<file path="config.mk">
export PLATFORM = sky130hd
export DESIGN_NAME = btn_press_gen
export DESIGN_NICKNAME = d
export VERILOG_FILES = /design/src/rtl/btn_press_gen.sv
export SDC_FILE = /design/constraint.sdc
export NUM_CORES = 1
export LEC_CHECK = 0
export ABC_AREA = 1
export CAP_MARGIN = 30
export CORE_MARGIN = 4
export CORE_UTILIZATION = 45
export DETAILED_ROUTE_END_ITERATION = 8
export PLACE_DENSITY_LB_ADDON = 0.3
export SLEW_MARGIN = 20
export SYNTH_ARGS = -nofsm -noshare
export SYNTH_HDL_FRONTEND = slang
export SYNTH_SLANG_ARGS = --single-unit
export TNS_END_PERCENT = 20
</file>
<file path="constraint.sdc">
create_clock -name CLK -period 2.3 [get_ports CLK]
set_input_delay 0.23 -clock CLK [delete_from_list [all_inputs] [get_ports CLK]]
set_output_delay 0.23 -clock CLK [all_outputs]
set_load 0.01 [all_outputs]
</file>
<file path="src/rtl/btn_press_gen.sv">
// btn_press_gen: drives a BTN-style line with a programmed train
// of short or long presses, each followed by a fixed release gap.
module btn_press_gen #(
  parameter int CLK_FREQ    = 1_000,
  parameter int SHORT_TICKS = CLK_FREQ / 10,
  parameter int LONG_TICKS  = CLK_FREQ + CLK_FREQ / 4,
  parameter int GAP_TICKS   = CLK_FREQ / 5,
  parameter int COUNT_BITS  = 24
) (
  input  logic       CLK,
  input  logic       RST,
  input  logic       START,
  input  logic       KIND,
  input  logic [3:0] REPEAT,
  output logic       BTN_OUT,
  output logic       BUSY,
  output logic       DONE
);

  typedef enum logic [1:0] {
    IDLE  = 2'd0,
    PRESS = 2'd1,
    GAP   = 2'd2
  } state_t;

  localparam logic [COUNT_BITS-1:0] SHORT_LD =
    COUNT_BITS'(SHORT_TICKS - 1);
  localparam logic [COUNT_BITS-1:0] LONG_LD =
    COUNT_BITS'(LONG_TICKS - 1);
  localparam logic [COUNT_BITS-1:0] GAP_LD =
    COUNT_BITS'(GAP_TICKS - 1);

  state_t                state;
  logic [COUNT_BITS-1:0] cnt;
  logic [3:0]            rem;
  logic                  kind_q;
  logic [COUNT_BITS-1:0] hold_ld;
  logic [COUNT_BITS-1:0] start_ld;
  logic [3:0]            start_rem;

  // Reload value for repeat presses comes from the latched kind;
  // the first press uses the live request inputs.
  assign hold_ld   = kind_q ? LONG_LD : SHORT_LD;
  assign start_ld  = KIND ? LONG_LD : SHORT_LD;
  assign start_rem = (REPEAT == 4'd0) ? 4'd1 : REPEAT;

  // Press-train sequencer; every output is a flop.
  always_ff @(posedge CLK or posedge RST) begin
    if (RST) begin
      state   <= IDLE;
      cnt     <= '0;
      rem     <= '0;
      kind_q  <= 1'b0;
      BTN_OUT <= 1'b0;
      BUSY    <= 1'b0;
      DONE    <= 1'b0;
    end else begin
      DONE <= 1'b0;
      unique case (state)
        IDLE: begin
          if (START) begin
            kind_q  <= KIND;
            rem     <= start_rem;
            cnt     <= start_ld;
            state   <= PRESS;
            BTN_OUT <= 1'b1;
            BUSY    <= 1'b1;
          end
        end
        PRESS: begin
          if (cnt == '0) begin
            cnt     <= GAP_LD;
            state   <= GAP;
            BTN_OUT <= 1'b0;
          end else begin
            cnt <= cnt - 1'b1;
          end
        end
        GAP: begin
          if (cnt == '0) begin
            if (rem > 4'd1) begin
              rem     <= rem - 4'd1;
              cnt     <= hold_ld;
              state   <= PRESS;
              BTN_OUT <= 1'b1;
            end else begin
              state <= IDLE;
              BUSY  <= 1'b0;
              DONE  <= 1'b1;
            end
          end else begin
            cnt <= cnt - 1'b1;
          end
        end
        default: begin
          state   <= IDLE;
          BTN_OUT <= 1'b0;
          BUSY    <= 1'b0;
        end
      endcase
    end
  end

endmodule

</file>
==> flow_summary.json <==
{
  "status": "complete, no violations",
  "nets": 322,
  "slew_headroom": 0.696,
  "cts.clk_slew.worst_paths_ns": 0.08,
  "dp_hpwl_mm": 3.39,
  "final_area_sq_um": 2490,
  "rsz0062_at_grt": "no",
  "drv_slew": 0,
  "synth_xor_area_frac": 0.0554,
  "met3_usage": 0.0367,
  "drc_errors": 0,
  "utilization": 0.524,
  "ys_warn_count": 0,
  "grt_pass1_vias": 1768,
  "min_period_ns": 2.00,
  "grtUsageMet2": 0.253,
  "drtIter0Drc": 87,
  "synth-seq-area-share": 0.384,
  "worstReg2RegStart": "state[0]",
  "clk-insertion-delay-late_ns": 0.29,
  "ctsHoldBuffers": 0,
  "io_buffers": 10,
  "yosysMostFrequentCell": "nand2_1",
  "multi_input_area_sq_um": 1160,
  "drt_pre_antenna_iters": 4,
  "grt_max_degree": 35,
  "synth_fa_ha_area_frac": 0.0395,
  "num_vias": 1839,
  "busiest_layer": "met2",
  "synth_top_area_cell": "dfrtp_1",
  "synth-edff-count": 0,
  "antenna_cells": 0,
  "synthTopCellsByArea": "dfrtp_1 (38%), nand2_1 (10%), inv_1 (6.9%)",
  "synth.cells.most_frequent": "nand2_1 (59), inv_1 (41), nor2_1 (35)",
  "period_share": 0.870,
  "cts_tree": "done",
  "flow.area_growth_from_synthesis_pct": 12.4,
  "synth.area.mux_share": 0,
  "max_cap_violations": 0,
  "cts_setup_buffers": 0,
  "cts.repair.resized": 0,
  "synth_compound_area_frac": 0.119,
  "critPathArrivalTime_ns": 2.17,
  "yosys.area.top_type_share": 0.384,
  "die_height_um": 78.2,
  "finClkSkew_ns": 0.00646,
  "antenna_found_initial": 0,
  "drive_gt1_frac": 0.104,
  "htree_levels": 2,
  "ys_ff_latch": 34,
  "place.gp.congestion": 0.811,
  "die-width_um": 78.2,
  "vdd_ir_drop_max_mv": 0.807,
  "syn_inst": 292,
  "worstPathMaxFanout": 12,
  "worstSetupStartpoint": "state[0]",
  "synth-async-reset-ratio": 1.00,
  "cp-start-kind": "flip-flop",
  "globalRouteOverflowTotal": 0,
  "viasPerCell": 4.90,
  "tightest_slew_ns": 0.453,
  "coreArea_sq_um": 4750,
  "synthDistinctLibCells": 31,
  "finalHoldViolCount": 0,
  "cts_buffers": 5,
  "final-seq-area_sq_um": 851,
  "critPathCaptureType": "flip-flop",
  "fillers": 461,
  "syn_area_sq_um": 2210,
  "clock_sinks": 34,
  "io_pins": 11,
  "cts.path.max_buffers": 2,
  "synth_area_per_cell_sq_um": 7.58,
  "max_freq_mhz": 499,
  "worstSetupPathType": "reg -> reg",
  "wirelength_mm": 4.48,
  "grt_usage": 0.168,
  "power.density_nw_per_um2": 1220,
  "drt-wirelength-per-cell_um": 11.9,
  "final_antenna_net_count": 0,
  "grt_pass1_wl_mm": 8.17,
  "leakage_nw": 1.24,
  "ctsRootBufferMaster": "clkbuf_8",
  "synth_top_family_by_area": "simple AND/OR/NAND/NOR gates",
  "syn_nets": 307,
  "use_met1": 0.233,
  "start_util": 0.466,
  "setup_violations": 0,
  "hp-class": "in -> async",
  "rows": 25,
  "synthFlopType": "dfrtp_1",
  "yosys.area_share.simple": 0.312,
  "placed_cell_area_sq_um": 2380,
  "worstPathRequired_ns": 2.47,
  "fin_tns_setup_ns": 0,
  "die_area_sq_um": 6110
}
## final cells by class
type                       instances  area share
clock buffer                       5      0.0276
clock inverter                     3      0.0161
inverter                          44      0.0668
multi-input combinational        210       0.468
sequential                        34       0.342
tap                               67      0.0337
timing repair buffer              12      0.0462
## stage by stage
step | total power, mW | setup slack, ns | cells | hold WS, ns
2_1_floorplan | 2.18 | 0.653 | 292 | 0.337
3_3_place_gp | 2.48 | 0.383 | 367 | 0.464
3_5_place_dp | 2.50 | 0.308 | 367 | 0.467
4_1_cts | 3.06 | 0.286 | 375 | 0.345
5_1_grt | 3.35 | 0.0927 | 375 | 0.379
6_report | 3.04 | 0.298 | 375 | 0.331
## sequential cells by signal, summed over array words and instances (netlist names)
signal / count
kind_q: 1
rem: 4
BTN_OUT: 1
cnt: 24
BUSY: 1
DONE: 1
state: 2
## placed cells by master, fill, tap and decap left out, drive strengths merged
| master | instances |
|---|---|
| nor2 | 44 |
| buf | 2 |
| nand3 | 27 |
| inv | 43 |
| xor2 | 14 |
| dfrtp | 34 |
| bufinv | 1 |
| ha | 7 |
| o21bai | 1 |
| nand2 | 65 |
| o211ai | 1 |
| a21oi | 14 |
| a211oi | 1 |
| nand4 | 3 |
| a31oi | 1 |
| clkinv | 3 |
| nor4 | 1 |
| clkbuf | 5 |
| o22ai | 3 |
| nor3 | 1 |
| clkdlybuf4s50 | 10 |
| a22oi | 3 |
| o21ai | 24 |
## critical path: stages, from the launching register on
cell      delay, ns
dfrtp_1        0.41
inv_1          0.11
ha_1           0.38
o211ai_1       0.23
inv_1          0.14
nand3_4        0.09
nand2_4        0.14
buf_4          0.22
o21bai_1       0.08
nand2_1        0.06
nor2_1         0.04
## metal layers
metal,share of wire,vias to the layer above
met4,0.016,0
met3,0.040,6
met2,0.43,31
met5,0,-
met1,0.51,839
li1,-,963
## power breakdown
group          switching (mW)  internal, mW  leakage (nW)
sequential              0.144         0.766         0.442
combinational            1.04         0.551         0.744
clock                   0.225         0.319        0.0579
total                    1.41          1.64          1.24
## cell families after synthesis
group                      count (synthesis)
adders and majority gates                  7
xor gates and xnor gates                  14
AOI/OAI and AO/OA                         48
and+or+nand+nor                          141
DFF                                       34
buffers and inverters                     48
## path summary, 6_finish.rpt
path	slack [ns]	end	cells past startpoint
worst max-delay path	0.30	cnt[16]	10
worst min-delay path	0.33	cnt[13]	3
worst max register to register	0.30	cnt[16]	10
worst min register to register	0.50	cnt[1]	2
max in group asynchronous	1.66	cnt[2]	3
min in group CLK	0.50	cnt[1]	2
Power figures use the tool's default switching activity.
